<file path="config.mk">
export PLATFORM = sky130hd
export DESIGN_NAME = ds_sequencer
export DESIGN_NICKNAME = d
export VERILOG_FILES = /design/src/rtl/ds_sequencer.sv
export SDC_FILE = /design/constraint.sdc
export NUM_CORES = 1
export LEC_CHECK = 0
export ABC_AREA = 0
export ABC_CLOCK_PERIOD_IN_PS = 2300
export CAP_MARGIN = 40
export CORE_ASPECT_RATIO = 1.4
export CORE_MARGIN = 2
export CORE_UTILIZATION = 40
export CTS_BUF_LIST = sky130_fd_sc_hd__clkbuf_16
export CTS_CLUSTER_DIAMETER = 60
export DETAILED_ROUTE_END_ITERATION = 16
export GPL_ROUTABILITY_DRIVEN = 0
export PLACE_DENSITY = 0.77
export SLEW_MARGIN = 20
export SYNTH_ARGS = -nofsm -noshare
export SYNTH_HDL_FRONTEND = slang
export SYNTH_SLANG_ARGS = --single-unit
</file>
<file path="constraint.sdc">
create_clock -name clk -period 2.3 [get_ports clk]
set_clock_uncertainty 0.15 [all_clocks]
set_input_delay 0.46 -clock clk [delete_from_list [all_inputs] [get_ports clk]]
set_output_delay 0.46 -clock clk [all_outputs]
set_load 0.02 [all_outputs]
</file>
<file path="src/rtl/ds_sequencer.sv">
`timescale 1ns/1ps
`default_nettype none
// ============================================================================
//  Module   : ds_sequencer
//  Expands one data-stack command per handshake into DSOP/ALUOP micro-ops,
//  with a depth precheck and done/err reporting.
//  Optional : DS_SEQUENCER_STATUS_EN adds alu_status input and flags output.
//  Revision : 1.0 - initial release
// ============================================================================
module ds_sequencer #(
  parameter int WIDTH = 16,
  parameter int DEPTH = 128,
  parameter int SZW   = 8
) (
  input  logic             clk,
  input  logic             async_reset,
  input  logic             cmd_valid,
  output logic             cmd_ready,
  input  logic [2:0]       cmd_op,
  input  logic [2:0]       cmd_alu,
  input  logic [WIDTH-1:0] cmd_data,
  input  logic [WIDTH-1:0] sr0_in,
  input  logic [WIDTH-1:0] alu_out,
  input  logic [SZW-1:0]   ds_size,
  input  logic             stack_overflow,
`ifdef DS_SEQUENCER_STATUS_EN
  input  logic [3:0]       alu_status,
  output logic [3:0]       flags,
`endif
  output logic [3:0]       DSOP,
  output logic [2:0]       ALUOP,
  output logic [WIDTH-1:0] ds_data,
  output logic             busy,
  output logic             done,
  output logic             err,
  output logic [1:0]       err_code
);

  localparam logic [2:0] c_OP_NOP  = 3'd0;
  localparam logic [2:0] c_OP_PUSH = 3'd1;
  localparam logic [2:0] c_OP_POP  = 3'd2;
  localparam logic [2:0] c_OP_ALU2 = 3'd3;
  localparam logic [2:0] c_OP_ALU1 = 3'd4;
  localparam logic [2:0] c_OP_DUP  = 3'd5;

  localparam logic [3:0] c_DS_PUSH  = 4'b0110;
  localparam logic [3:0] c_DS_POP   = 4'b1000;
  localparam logic [3:0] c_DS_WRITE = 4'b0010;
  localparam logic [3:0] c_DS_READ  = 4'b0001;

  typedef enum logic [2:0] {
    S_IDLE    = 3'd0,
    S_EXEC    = 3'd1,
    S_ALU     = 3'd2,
    S_POP     = 3'd3,
    S_WB      = 3'd4,
    S_DUPPUSH = 3'd5
  } state_t;

  state_t           r_state, w_state_nxt;
  logic [2:0]       r_op, w_op_nxt;
  logic [WIDTH-1:0] r_result, w_result_nxt;
  logic             r_ovf, w_ovf_nxt;
  logic [3:0]       r_dsop, w_dsop_nxt;
  logic [2:0]       r_aluop, w_aluop_nxt;
  logic [WIDTH-1:0] r_ds_data, w_ds_data_nxt;
  logic             r_busy, w_busy_nxt;
  logic             r_done, w_done_nxt;
  logic             r_err, w_err_nxt;
  logic [1:0]       r_err_code, w_err_code_nxt;
  logic             r_ready, w_ready_nxt;
  logic [1:0]       w_fail_code;
  logic             w_finish;
  logic             w_ge1, w_ge2, w_full;

  assign w_ge1  = (ds_size != '0);
  assign w_ge2  = (ds_size > SZW'(1));
  assign w_full = (32'(ds_size) >= 32'(DEPTH));

  always_comb begin
    w_fail_code = 2'd0;
    case (cmd_op)
      c_OP_NOP:            w_fail_code = 2'd0;
      c_OP_POP, c_OP_ALU1: if (!w_ge1) w_fail_code = 2'd1;
      c_OP_ALU2:           if (!w_ge2) w_fail_code = 2'd1;
      c_OP_PUSH:           if (w_full || stack_overflow) w_fail_code = 2'd2;
      c_OP_DUP: begin
        if (!w_ge1)                        w_fail_code = 2'd1;
        else if (w_full || stack_overflow) w_fail_code = 2'd2;
      end
      default:             w_fail_code = 2'd3;
    endcase
  end

  always_comb begin
    w_state_nxt    = r_state;
    w_op_nxt       = r_op;
    w_result_nxt   = r_result;
    w_ovf_nxt      = r_ovf;
    w_dsop_nxt     = 4'b0000;
    w_aluop_nxt    = r_aluop;
    w_ds_data_nxt  = r_ds_data;
    w_busy_nxt     = r_busy;
    w_done_nxt     = 1'b0;
    w_err_nxt      = 1'b0;
    w_err_code_nxt = r_err_code;
    w_finish       = 1'b0;

    case (r_state)
      S_IDLE: begin
        if (cmd_valid && r_ready) begin
          w_busy_nxt  = 1'b1;
          w_ovf_nxt   = 1'b0;
          w_state_nxt = S_EXEC;
          w_op_nxt    = cmd_op;
          if (w_fail_code != 2'd0) begin
            // A rejected command parks as NOP so EXEC simply returns to IDLE
            w_err_nxt      = 1'b1;
            w_err_code_nxt = w_fail_code;
            w_op_nxt       = c_OP_NOP;
          end else begin
            case (cmd_op)
              c_OP_PUSH: begin
                w_dsop_nxt    = c_DS_PUSH;
                w_ds_data_nxt = cmd_data;
                w_done_nxt    = 1'b1;
              end
              c_OP_POP: begin
                w_dsop_nxt = c_DS_POP;
                w_done_nxt = 1'b1;
              end
              c_OP_ALU2, c_OP_ALU1: begin
                w_state_nxt = S_ALU;
                w_dsop_nxt  = c_DS_READ;
                w_aluop_nxt = cmd_alu;
              end
              c_OP_DUP:  w_dsop_nxt = c_DS_READ;
              default:   w_done_nxt = 1'b1;
            endcase
          end
        end
      end
      S_EXEC: begin
        w_ovf_nxt = r_ovf | stack_overflow;
        if (r_op == c_OP_DUP) begin
          w_state_nxt   = S_DUPPUSH;
          w_dsop_nxt    = c_DS_PUSH;
          w_ds_data_nxt = sr0_in;
          w_finish      = 1'b1;
        end else begin
          w_state_nxt = S_IDLE;
          w_busy_nxt  = 1'b0;
        end
      end
      S_ALU: begin
        w_ovf_nxt    = r_ovf | stack_overflow;
        w_result_nxt = alu_out;
        if (r_op == c_OP_ALU2) begin
          w_state_nxt = S_POP;
          w_dsop_nxt  = c_DS_POP;
        end else begin
          w_state_nxt   = S_WB;
          w_dsop_nxt    = c_DS_WRITE;
          w_ds_data_nxt = alu_out;
          w_finish      = 1'b1;
        end
      end
      S_POP: begin
        w_ovf_nxt     = r_ovf | stack_overflow;
        w_state_nxt   = S_WB;
        w_dsop_nxt    = c_DS_WRITE;
        w_ds_data_nxt = r_result;
        w_finish      = 1'b1;
      end
      default: begin
        w_state_nxt = S_IDLE;
        w_busy_nxt  = 1'b0;
      end
    endcase

    // An overflow seen during the sequence turns the completion into an error
    if (w_finish) begin
      if (r_ovf || stack_overflow) begin
        w_err_nxt      = 1'b1;
        w_err_code_nxt = 2'd2;
      end else begin
        w_done_nxt = 1'b1;
      end
    end

    w_ready_nxt = (w_state_nxt == S_IDLE) && !w_done_nxt && !w_err_nxt;
  end

  always_ff @(posedge clk or negedge async_reset) begin
    if (!async_reset) begin
      r_state    <= S_IDLE;
      r_op       <= c_OP_NOP;
      r_result   <= '0;
      r_ovf      <= 1'b0;
      r_dsop     <= 4'b0000;
      r_aluop    <= 3'd0;
      r_ds_data  <= '0;
      r_busy     <= 1'b0;
      r_done     <= 1'b0;
      r_err      <= 1'b0;
      r_err_code <= 2'd0;
      r_ready    <= 1'b1;
    end else begin
      r_state    <= w_state_nxt;
      r_op       <= w_op_nxt;
      r_result   <= w_result_nxt;
      r_ovf      <= w_ovf_nxt;
      r_dsop     <= w_dsop_nxt;
      r_aluop    <= w_aluop_nxt;
      r_ds_data  <= w_ds_data_nxt;
      r_busy     <= w_busy_nxt;
      r_done     <= w_done_nxt;
      r_err      <= w_err_nxt;
      r_err_code <= w_err_code_nxt;
      r_ready    <= w_ready_nxt;
    end
  end

`ifdef DS_SEQUENCER_STATUS_EN
  logic [3:0] r_flags;

  always_ff @(posedge clk or negedge async_reset) begin
    if (!async_reset)          r_flags <= 4'd0;
    else if (r_state == S_ALU) r_flags <= alu_status;
  end

  assign flags = r_flags;
`endif

  assign cmd_ready = r_ready;
  assign DSOP      = r_dsop;
  assign ALUOP     = r_aluop;
  assign ds_data   = r_ds_data;
  assign busy      = r_busy;
  assign done      = r_done;
  assign err       = r_err;
  assign err_code  = r_err_code;

endmodule
`default_nettype wire

</file>
; ---- Yosys cells after proc, flatten, opt, wreduce, memory -nomap -nowiden
; Index checks and enable logic that the tools add are counted.
; Widths: inputs -> output; s select.
[classes]
reduce_logical = 24
bitwise_logic = 3
n_eq_ne = 16
mul = 0
n_lt_le_gt_ge = 2
shifts = 0
n_mux = 48
n_addsub = 0
n_div = 0
[ops]
columns = cell, n
row1 = $mux 16, 5
row2 = $pmux 16 s4, 1
row3 = $mux 1, 18
row4 = $mux 2, 9
row5 = $pmux 4 s4, 1
row6 = $eq 3x2->1 const B, 5
row7 = $mux 3, 5
row8 = $mux 4, 3
row9 = $pmux 3 s4, 1
row10 = $pmux 4 s3, 1
row11 = $ne 2x2->1 const B, 5
row12 = $pmux 2 s5, 1
row13 = $eq 3x3->1 const B, 3
row14 = $logic_not 3->1, 3
row15 = $ge 8x8->1 const B, 1
row16 = $gt 8x1->1 const B, 1
row17 = $reduce_bool 8->1, 1
row18 = $eq 3x1->1 const B, 2
row19 = $pmux 1 s3, 2
row20 = $reduce_and 6->1, 1
row21 = $reduce_or 2->1, 3
row22 = $reduce_or 3->1, 2
row23 = $reduce_and 2->1, 2
row24 = $reduce_and 4->1, 1
row25 = other kinds (10), 16
[totals]
regBits = 52
input_bits = 66
mem_count = 0
wordCells = 105
latch_bits = 0
rom_bits = 0
mem_bits_rw = 0

; ---- Longest topological paths before layout
; Gate-level depths: netlist of run 1.
[depth]
depth_word = 14
depth_mapped = 8

; ---- Worst setup path before layout of run 1
; No wires, ideal clock.
[synth_path]
path_type = in2reg
start = input port ds_size[5]
end = register r_dsop[3] (netlist: DSOP[3])
n_path_buf = 0
path_stages = 5
setup_slack_ps = 195
t_arrival_ps = 1865
cell_sequence = or4_4 > nand4bb_4 > a221oi_4 > nand2_4 > o31ai_4
[synth_between]
elab_chain_len = 9
word_cells_on_any_way = 13
[synth_lines]
columns = item, line
row1 = "start, declared", 24  ; input logic [SZW-1:0] ds_size,
row2 = $ge 8x8->1, 78  ; assign w_full = (32'(ds_size) >= 32'(DEPTH));
row3 = $logic_or 1x1->1, "86, 89"
row4 = $mux 2, "86, 89"
row5 = $mux 2, 88  ; if (!w_ge1) w_fail_code = 2'd1;
row6 = $pmux 2 s5 (*), 82  ; case (cmd_op)
row7 = $reduce_bool 2->1 (*), 116  ; if (w_fail_code != 2'd0) begin
row8 = $mux 4 (*), 116
row9 = $mux 4 (*), 111  ; if (cmd_valid && r_ready) begin
row10 = $pmux 4 s4 (*), 109  ; case (r_state)
row11 = named net w_dsop_nxt[3], 64  ; logic [3:0] r_dsop, w_dsop_nxt;
row12 = "end signal, assigned", 213  ; r_dsop <= w_dsop_nxt;
row13 = "end, declared", 64
; Mark *: on every way through the listed nets, which the timed path passes. The rest lies on a longest branch.
; A chain may end at the register's enable or synchronous reset.

; ---- Final worst setup path of run 1
; Same ends and word-level chain as after synthesis.

==> out/results.ini, run 1 <==
[status]
status = completed

[die]
dieArea_sq_um = 7330
fp-row-count = 35
dieWidth_microns = 72.9
coreArea_sq_um = 6530
start_util_pct = 40.8
die_h_microns = 100
ioPinCount = 95

[route]
wl_mm = 6.94
viasPerCell = 5.27
drc = 0
vias = 2303
first_iter_violations = 98
wl_met2_mm = 3.99
routed-wl-met3_microns = 314
highest_layer = met4
wire_per_inst_microns = 15.9
postRouteAntennaNets = 0
m1WireLength_mm = 2.44
first_pass_iters = 4

[yosys]
ys_async_sr_fraction_pct = 100
yosys.area.top_type = dfrtp_1
synth-simple-area-share_pct = 13.8
ys_ff_latch = 52
yosysWarnings = 0
netlist_instances = 252
syn_area_sq_um = 2660
synth_ff_type = dfrtp_1
synth_edf_count = 0
muxShareOfSynthArea_pct = 20.1
synth.area.top_cells = dfrtp_1, mux2i_1, mux2_2, a21oi_1, o22ai_1
synthAdderAreaFrac_pct = 0
synth_cell_types = 35
syn_nets = 318
syn_area_per_cell_sq_um = 10.6
yosysSeqAreaShare_pct = 49.0
synth_top_family_by_area = multiplexers
synth_xor_area_share_pct = 0
synth_top_area_share_pct = 48.0
synth-compound-area-share_pct = 12.2

[critical_path]
path_buf_inv = 1
worst_path_largest_cell_delay_ns = 0.53
cp_data_required_time_ns = 2.35
crit_path_max_fanout = 5
ff2ff_setup_slack_ns = 0.36
crit_type = input pin to flop
cp_slowest_cell = or4_4
cp-start-kind = input pin
reg2reg_to = ds_data[12]$_DFFE_PN0P_
rr_worst_depth = 7
worstPathCellList = clkdlybuf4s50_1, or4_4, nand4bb_4, a221oi_4, nand2_4, o31ai_4
end_kind = flop
cp_top_family = simple AND/OR/NAND/NOR gates
worstPathArrival_ns = 2.30
r2r_start = r_state[1]$_DFF_PN0_

[finish]
drive_above_1_share_pct = 15.4
layout.cells.non_filler = 437
multiInputGateArea_sq_um = 1230
nets = 428
num_antenna_cells = 0
seq_area_sq_um = 1300
utilization_pct = 60.6
stdcell_area_sq_um = 3960
fillCellCount = 528
area_delta_synth_final_pct = 48.7

[sta]
rsz0062_at_grt = no
period_share_pct = 97.7
finalSetupViolCount = 0
drv_slew = 0
slew_headroom_pct = 68.8
finalSetupTns_ns = 0
fmax_mhz = 445
hold_viol_final = 0
max_slew.worst_pin.slew_ns = 0.467
period_needed_ns = 2.25

[placement]
placed_cell_area_sq_um = 3820
hpwl_mm = 5.21
dpl.cell_count = 429
io_buffers = 94

[clock_tree]
clock_latency_ns = 0.29
h-tree-depth = 2
root_buffer = clkbuf_16
cts_buffers = 5
clkSinkCount = 52
cts_tree = done
clockBufferDepth = 2
path_clk_slew_ns = 0.06
post_cts_buffers = 0
postCtsHoldBufs = 0
cts_resized = 0

[global_routing]
grt.total_usage_pct = 19.7
grt_max_degree = 30
grt_pass1_wl_mm = 11.2
antenna_found_initial = 0
grt_pass1_vias = 2445
grt_overflow = 0

[worst_hold_path]
hold_path.class = input pin to async pin

[pwr]
p_per_area_nw_per_um2 = 1030
ir_worst_vdd_mv = 0.481
total_power_mw = 4.09
leakagePower_nw = 1.67

[flow_run]
max-cap-violations = 0

## cell type report
type                       instances  area share, %
sequential                        52           32.9
clock buffer                       5           3.16
timing repair buffer             117           28.7
inverter                          16           1.52
clock inverter                     3          0.348
multi-input combinational        170           31.0
tap                               74           2.34
## how the worst max path moves through the flow
stage                     startpoint           endpoint  slack [ns]  depth (start not counted)
after floorplan           ds_size[5]  DSOP[3]$_DFF_PN0_        0.19                          5
after global routing      ds_size[5]  DSOP[3]$_DFF_PN0_       0.002                          6
after global placement    ds_size[5]  DSOP[3]$_DFF_PN0_       -0.25                          6
final                     ds_size[5]  DSOP[3]$_DFF_PN0_        0.05                          6
after detailed placement  ds_size[5]  DSOP[3]$_DFF_PN0_       -0.30                          6
after CTS                 ds_size[5]  DSOP[3]$_DFF_PN0_       0.003                          6
## cells in the mapped netlist, types with 5 or more instances
cell / instances
a21oi_1: 22
clkbuf_1: 7
nor2_1: 25
nand2b_1: 5
o22ai_1: 17
inv_1: 16
dfrtp_1: 51
mux2_2: 17
mux2i_1: 32
nand2_1: 16
## flip-flops by register name, indices dropped and copies added, names as in the netlist
signal     cells
r_state        3
r_result      16
r_op           3
err            1
ds_data       16
err_code       2
ALUOP          3
DSOP           4
r_ovf          1
cmd_ready      1
done           1
busy           1
## stage by stage
stage                     worst slack [ns]  hold slack [ns]
after global routing               0.00182           0.0329
final                               0.0528           0.0163
after global placement              -0.250            0.314
after CTS                          0.00265           0.0282
after detailed placement            -0.296            0.317
after floorplan                      0.195           0.0144
## cell usage in the layout, fill, tap and decap left out, types with 3 or more instances in the layout
cell and count:
clkdlybuf4s50_1 93, dfrtp_1 51, mux2i_1 32, nor2_1 25
a21oi_1 22, buf_4 21, o22ai_1 17, mux2_2 17
nand2_1 16, inv_1 16, nand2b_1 5, clkbuf_16 5
nor2b_1 4, o21ai_0 4, nand3_1 4, nand4b_1 3
## where the power goes
group          leakage, nW  internal, mW  switching (mW)  total, mW
combinational        0.953         0.939           0.894       1.83
sequential           0.645          1.32           0.225       1.55
clock               0.0710         0.396           0.312      0.708
## cell families after synthesis
| family | count (synthesis) |
|---|---|
| AND/OR/NAND/NOR | 68 |
| flip-flops | 52 |
| buffers and inverters | 30 |
| AO/OA/AOI/OAI | 51 |
| multiplexers | 51 |
## per-layer routing
metal,track usage [%],vias to the layer above
li1,-,1105
met1,20.5,1104
met2,37.4,81
met3,3.60,13
met4,8.40,0
met5,0,-
Power figures use the tool's default switching activity.
==> run 2: changes to the inputs <==
- CORE_ASPECT_RATIO: 1.4 -> 1.2
- CORE_UTILIZATION: 40 -> 45
- PLACE_DENSITY: 0.77 -> 0.84
==> run 2 against run 1 <==
Effect of this change:
- combinational power about the same
- register-to-register slack improved by 0.07 ns
- largest cell class unchanged
- largest power group unchanged
- sequential power about the same
- sequential share of layout area decreased by 0.51 points
- first-iteration DRC count increased by 6.1%
- final cell count increased by 2.1%
- critical endpoint is now r_op[1]$_DFFE_PN0P_
- global-route usage increased by 3.1 points
- critical path type unchanged
- clock power increased by 17%
- worst hold slack got worse by 0.0093 ns
- non-clock buffer count increased by 3
==> out/results.ini, run 2 (synthesis results as in run 1) <==
[route]
drc = 0  ; unchanged
postRouteAntennaNets = 0  ; unchanged
first_iter_violations = 104  ; was 98
first_pass_iters = 4  ; unchanged
viasPerCell = 5.17  ; was 5.27
wl_mm = 6.95  ; was 6.94 mm
wire_per_inst_microns = 15.6  ; was 15.9 microns
vias = 2307  ; was 2303

[sta]
period_share_pct = 96.6  ; was 97.7%
fmax_mhz = 450  ; was 445 MHz
slew_headroom_pct = 62.7  ; was 68.8%
finalSetupTns_ns = 0  ; unchanged
max_slew.worst_pin.slew_ns = 0.559  ; was 0.467 ns
finalSetupViolCount = 0  ; unchanged
drv_slew = 0  ; unchanged
period_needed_ns = 2.22  ; was 2.25 ns
setup_slack_ns = 0.0773  ; was 0.0528 ns
hold_viol_final = 0  ; unchanged

[critical_path]
r2r_start = r_state[0]$_DFF_PN0_  ; was r_state[1]$_DFF_PN0_
startpoint = ds_size[5]  ; unchanged
end_kind = flop  ; unchanged
cp_slowest_cell = or4_4  ; unchanged
cp_top_family = simple AND/OR/NAND/NOR gates  ; unchanged
cp_data_required_time_ns = 2.38  ; was 2.35 ns
cp-start-kind = input pin  ; unchanged
worst_path_largest_cell_delay_ns = 0.54  ; was 0.53 ns
crit_path_max_fanout = 4  ; was 5
crit_type = input pin to flop  ; unchanged
path_buf_inv = 2  ; was 1
worstPathCellList = clkdlybuf4s50_1, or4_4, nand4bb_4, a221oi_4, buf_6, nand3_1, nand2_1  ; was clkdlybuf4s50_1, or4_4, nand4bb_4, a221oi_4, nand2_4, o31ai_4
worstPathArrival_ns = 2.30  ; about the same

[pwr]
total_power_mw = 4.23  ; was 4.09 mW
ir_worst_vdd_mv = 0.573  ; was 0.481 mV
p_per_area_nw_per_um2 = 1050  ; was 1030 nW/um^2
leakagePower_nw = 1.70  ; was 1.67 nW

[finish]
multiInputGateArea_sq_um = 1230  ; unchanged
final_common_cell = clkdlybuf4s50_1  ; unchanged
final_cell_mix = clkdlybuf4s50_1, dfrtp_1, mux2i_1  ; unchanged
fillCellCount = 430  ; was 528
stdcell_area_sq_um = 4020  ; was 3960 sq um
drive_above_1_share_pct = 16.4  ; was 15.4%
seq_area_sq_um = 1300  ; unchanged
utilization_pct = 70.9  ; was 60.6%
nets = 431  ; was 428
num_antenna_cells = 0  ; unchanged
area_delta_synth_final_pct = 51.0  ; was 48.7%

[flow_run]
max-cap-violations = 0  ; unchanged

[clock_tree]
cts_tree = done  ; unchanged
post_cts_buffers = 0  ; unchanged
clock_latency_ns = 0.29  ; about the same
h-tree-depth = 2  ; unchanged
root_buffer = clkbuf_16  ; unchanged
cts_buffers = 5  ; unchanged
clkSinkCount = 52  ; unchanged
path_clk_slew_ns = 0.07  ; was 0.06 ns
clockBufferDepth = 2  ; unchanged

[die]
die_h_microns = 88.2  ; was 100 microns
dieArea_sq_um = 6540  ; was 7330 sq um
start_util_pct = 46.9  ; was 40.8%
dieWidth_microns = 74.2  ; was 72.9 microns
ioPinCount = 95  ; unchanged
coreArea_sq_um = 5670  ; was 6530 sq um
fp-row-count = 30  ; was 35

[status]
status = completed  ; unchanged

[global_routing]
grt_overflow = 0  ; unchanged
grt_pass1_wl_mm = 11.4  ; was 11.2 mm
grt_max_degree = 30  ; unchanged
antenna_found_initial = 0  ; unchanged
grt_pass1_vias = 2504  ; was 2445
grt.total_usage_pct = 22.8  ; was 19.7%

[placement]
placed_cell_area_sq_um = 3850  ; was 3820 sq um
io_buffers = 94  ; unchanged
dp_slack_ns = -0.285  ; was -0.296 ns
hpwl_mm = 5.16  ; was 5.21 mm

[worst_hold_path]
hold_path.class = input pin to async pin  ; unchanged

==> run 2: worst reg2reg max path, stage by stage (launching register included) <==
cell and delay [ns]:
dfrtp_1 0.35, buf_4 0.25, a21oi_1 0.11, nor4_2 0.31
nand2b_1 0.20, buf_12 0.18, mux2i_1 0.24
==> run 2: area by class of cell <==
type / instances / area share (%)
sequential: 52 / 32.4
tap: 80 / 2.49
timing repair buffer: 120 / 28.9
clock buffer: 5 / 3.11
multi-input combinational: 170 / 30.6
inverter: 16 / 1.49
clock inverter: 3 / 1.06
==> run 2: through the flow <==
stage,instances,hold slack (ns)
2_1_floorplan,252,0.0144
3_3_place_gp,438,0.319
3_5_place_dp,438,0.335
4_1_cts,446,0.0281
5_1_grt,446,0.0619
6_report,446,0.00705
==> run 2: per-layer routing <==
layer	global-route usage (%)	share of wire, %	up-vias	wire (microns)
li1	-	-	1109	-
met1	26.0	38	1091	2660
met2	39.7	52	86	3650
met3	5.24	5.6	21	392
met4	11.4	3.6	0	250
met5	0	0	-	0
==> run 2: worst paths after layout <==
path | to | slack (ns) | cells past startpoint
hold reg to reg | ALUOP[1]$_DFFE_PN0P_ | 0.35 | 1
setup / recovery | r_op[1]$_DFFE_PN0P_ | 0.08 | 7
min in group clk | ALUOP[1]$_DFFE_PN0P_ | 0.35 | 1
setup reg to reg | ds_data[14]$_DFFE_PN0P_ | 0.43 | 6
hold / removal | ds_data[13]$_DFFE_PN0P_ | 0.007 | 1
max in group asynchronous | cmd_ready$_DFF_PN1_ | 1.37 | 2
==> run 2: where the power goes <==
part	switching (mW)	internal [mW]
combinational	0.910	0.945
clock	0.320	0.511
sequential	0.224	1.32
==> run 2: repair_timing <==
item,CTS,global route
hold endpoints to repair,0,0
hold buffers,0,0
endpoints found under the setup margin,0,5
gates resized for setup,0,1
==> run 3: changes to the inputs <==
- ABC_CLOCK_PERIOD_IN_PS: 2300 -> not set
- SETUP_SLACK_MARGIN: not set -> 0.5
==> run 3 against run 2 <==
Effect of this change:
- worst hold slack gained 0.33 ns
- cell area grew 5.8%
- global-route usage shrank 0.57 points
- register-to-register slack lost 0.07 ns
- critical path depth is the same
- critical endpoint is now ds_data[4]$_DFFE_PN0P_
- largest power group unchanged
- final cell count grew 2.0%
- fmax grew 15%
- utilization grew 4.1 points
- combinational power is essentially flat
- sequential power is essentially flat
- flip-flop and latch count is the same
- sequential share of layout area shrank 1.7 points
==> out/results.ini, run 3 (synthesis results as in run 1) <==
[critical_path]
worstPathArrival_ns = 1.99  ; was 2.30 ns
cp_data_required_time_ns = 2.36  ; was 2.38 ns
ff2ff_setup_slack_ns = 0.36  ; was 0.43 ns
rr_worst_depth = 7  ; was 6
cp-start-kind = flop  ; was input pin
r2r_start = r_state[0]$_DFF_PN0_  ; unchanged
crit_type = flop to flop  ; was input pin to flop
crit_path_max_fanout = 5  ; was 4
end_kind = flop  ; unchanged
reg2reg_to = ds_data[4]$_DFFE_PN0P_  ; was ds_data[14]$_DFFE_PN0P_

[sta]
finalSetupViolCount = 0  ; unchanged
hold_viol_final = 0  ; unchanged
max_slew.worst_pin.slew_ns = 0.503  ; was 0.559 ns
period_share_pct = 84.1  ; was 96.6%
fmax_mhz = 517  ; was 450 MHz
period_needed_ns = 1.94  ; was 2.22 ns
drv_slew = 0  ; unchanged
setup_slack_ns = 0.365  ; was 0.0773 ns
rsz0062_at_grt = yes
slew_headroom_pct = 66.4  ; was 62.7%

[placement]
dp_slack_ns = -0.184  ; was -0.285 ns
dpl.cell_count = 435  ; was 438
hpwl_mm = 4.99  ; was 5.16 mm
io_buffers = 94  ; unchanged

[die]
ioPinCount = 95  ; unchanged
start_util_pct = 46.9  ; unchanged
fp-row-count = 30  ; unchanged
dieArea_sq_um = 6540  ; unchanged
dieWidth_microns = 74.2  ; unchanged
die_h_microns = 88.2  ; unchanged
coreArea_sq_um = 5670  ; unchanged

[finish]
fillCellCount = 382  ; was 430
drive_above_1_share_pct = 25.9  ; was 16.4%
area_delta_synth_final_pct = 59.8  ; was 51.0%
nets = 440  ; was 431
final_common_cell = clkdlybuf4s50_1  ; unchanged
layout.cells.non_filler = 455  ; was 446
num_antenna_cells = 0  ; unchanged
utilization_pct = 75.0  ; was 70.9%
final_cell_mix = clkdlybuf4s50_1, dfrtp_1, mux2i_1, dlygate4sd2_1, buf_4  ; was clkdlybuf4s50_1, dfrtp_1, mux2i_1

[clock_tree]
path_clk_slew_ns = 0.07  ; about the same
cts_buffers = 5  ; unchanged
clockBufferDepth = 2  ; unchanged
clock_latency_ns = 0.29  ; about the same
root_buffer = clkbuf_16  ; unchanged
h-tree-depth = 2  ; unchanged
cts_tree = done  ; unchanged
clkSinkCount = 52  ; unchanged

[worst_hold_path]
whs_endpoint = busy$_DFFE_PN0P_
min_path_cells = 2
hold_path.class = flop to flop  ; was input pin to async pin
hold_start = busy$_DFFE_PN0P_

[status]
status = completed  ; unchanged

[global_routing]
grt_pass1_wl_mm = 11.1  ; was 11.4 mm
grt_overflow = 0  ; unchanged
antenna_found_initial = 0  ; unchanged
grt_pass1_vias = 2360  ; was 2504
grt_max_degree = 33  ; was 30
grt.total_usage_pct = 22.2  ; was 22.8%

[route]
vias = 2406  ; was 2307
drc = 0  ; unchanged
viasPerCell = 5.29  ; was 5.17
postRouteAntennaNets = 0  ; unchanged
wl_mm = 7.50  ; was 6.95 mm
first_pass_iters = 4  ; unchanged
first_iter_violations = 128  ; was 104
wire_per_inst_microns = 16.5  ; was 15.6 microns

[pwr]
p_per_area_nw_per_um2 = 998  ; was 1050 nW/um^2
swShare_pct = 35.7  ; was 34.4%
seq_power_share_pct = 36.7  ; was 36.5%
leakagePower_nw = 1.94  ; was 1.70 nW
p_sw_mw = 1.51  ; was 1.45 mW
clkPwrFrac_pct = 19.7  ; about the same
ir_worst_vdd_mv = 0.531  ; was 0.573 mV
intPower_mw = 2.73  ; was 2.78 mW
total_power_mw = 4.24  ; was 4.23 mW
power_frac_comb_pct = 43.6  ; was 43.8%

[flow_run]
max-cap-violations = 0  ; unchanged

[run 3: changes by cell type in the layout (fill, tap and decap cells not counted), moves of 4 or more]
cell,delta
dlymetal6s2s_1,+5
a21oi_1,-4
clkdlybuf4s50_1,-41
buf_6,+4
dlygate4sd2_1,+31
[run 3: worst max-delay path, cell delays in order, from the launching register on]
cell and delay [ns]:
dfrtp_2 0.45, nor2_4 0.13, and4b_1 0.25, nand4b_1 0.23, nand2b_4 0.18, buf_6 0.13
clkbuf_16 0.14, mux2i_1 0.19
[run 3: how the worst max path moves through the flow]
stage / start / slack (ns) / end / cells after the start
floorplan: ds_size[5] / 0.25 / DSOP[3]$_DFF_PN0_ / 5
global placement: ds_size[5] / -0.16 / err$_DFF_PN0_ / 6
detailed placement: ds_size[5] / -0.18 / err$_DFF_PN0_ / 6
CTS: ds_size[6] / 0.35 / DSOP[3]$_DFF_PN0_ / 6
global route: r_state[0]$_DFF_PN0_ / 0.30 / ds_data[11]$_DFFE_PN0P_ / 7
finish: r_state[0]$_DFF_PN0_ / 0.36 / ds_data[4]$_DFFE_PN0P_ / 7
[run 3: what timing repair did]
item / in CTS / in global routing
hold endpoints to repair: 20 / 0
endpoints found under the setup margin: 59 / 31
buffers inserted: 2 / 7
resized for setup: 57 / 29
pin swaps: 9 / 14
gates cloned: 1 / 1
hold buffers: 1 / 0
[run 3: area by class of cell]
class                      count  area, sq um  share of cell area, %
timing repair buffer         129         1270                   29.8
clock buffer                   5          125                   2.94
multi-input combinational    170         1350                   31.8
tap                           80          100                   2.35
inverter                      16         60.1                   1.41
sequential                    52         1310                   30.7
clock inverter                 3         42.5                   1.00
[run 3: layer usage]
layer | share of wire [%] | track usage [%] | routed length [microns]
met1 | 39 | 27.6 | 2890
met2 | 53 | 38.1 | 3970
met3 | 5.0 | 4.21 | 378
met4 | 3.4 | 8.76 | 252
met5 | 0 | 0 | 0
[run 3: power by group through the flow]
stage                     sequential (mW)  clock [mW]  combinational (mW)
after global placement               1.55           0                1.80
after global routing                 1.60       0.881                1.99
after CTS                            1.55       0.846                1.74
after floorplan                      1.78           0               0.826
after detailed placement             1.56           0                1.84
final                                1.56       0.838                1.85
[run 3: stage by stage]
stage	area (sq um)	hold slack [ns]	TNS (ns)
after floorplan	2700	0.0144	0
after global placement	3860	0.293	-1.23
after detailed placement	3860	0.302	-1.69
after CTS	4080	0.338	0
after global routing	4250	0.369	0
final	4250	0.332	0
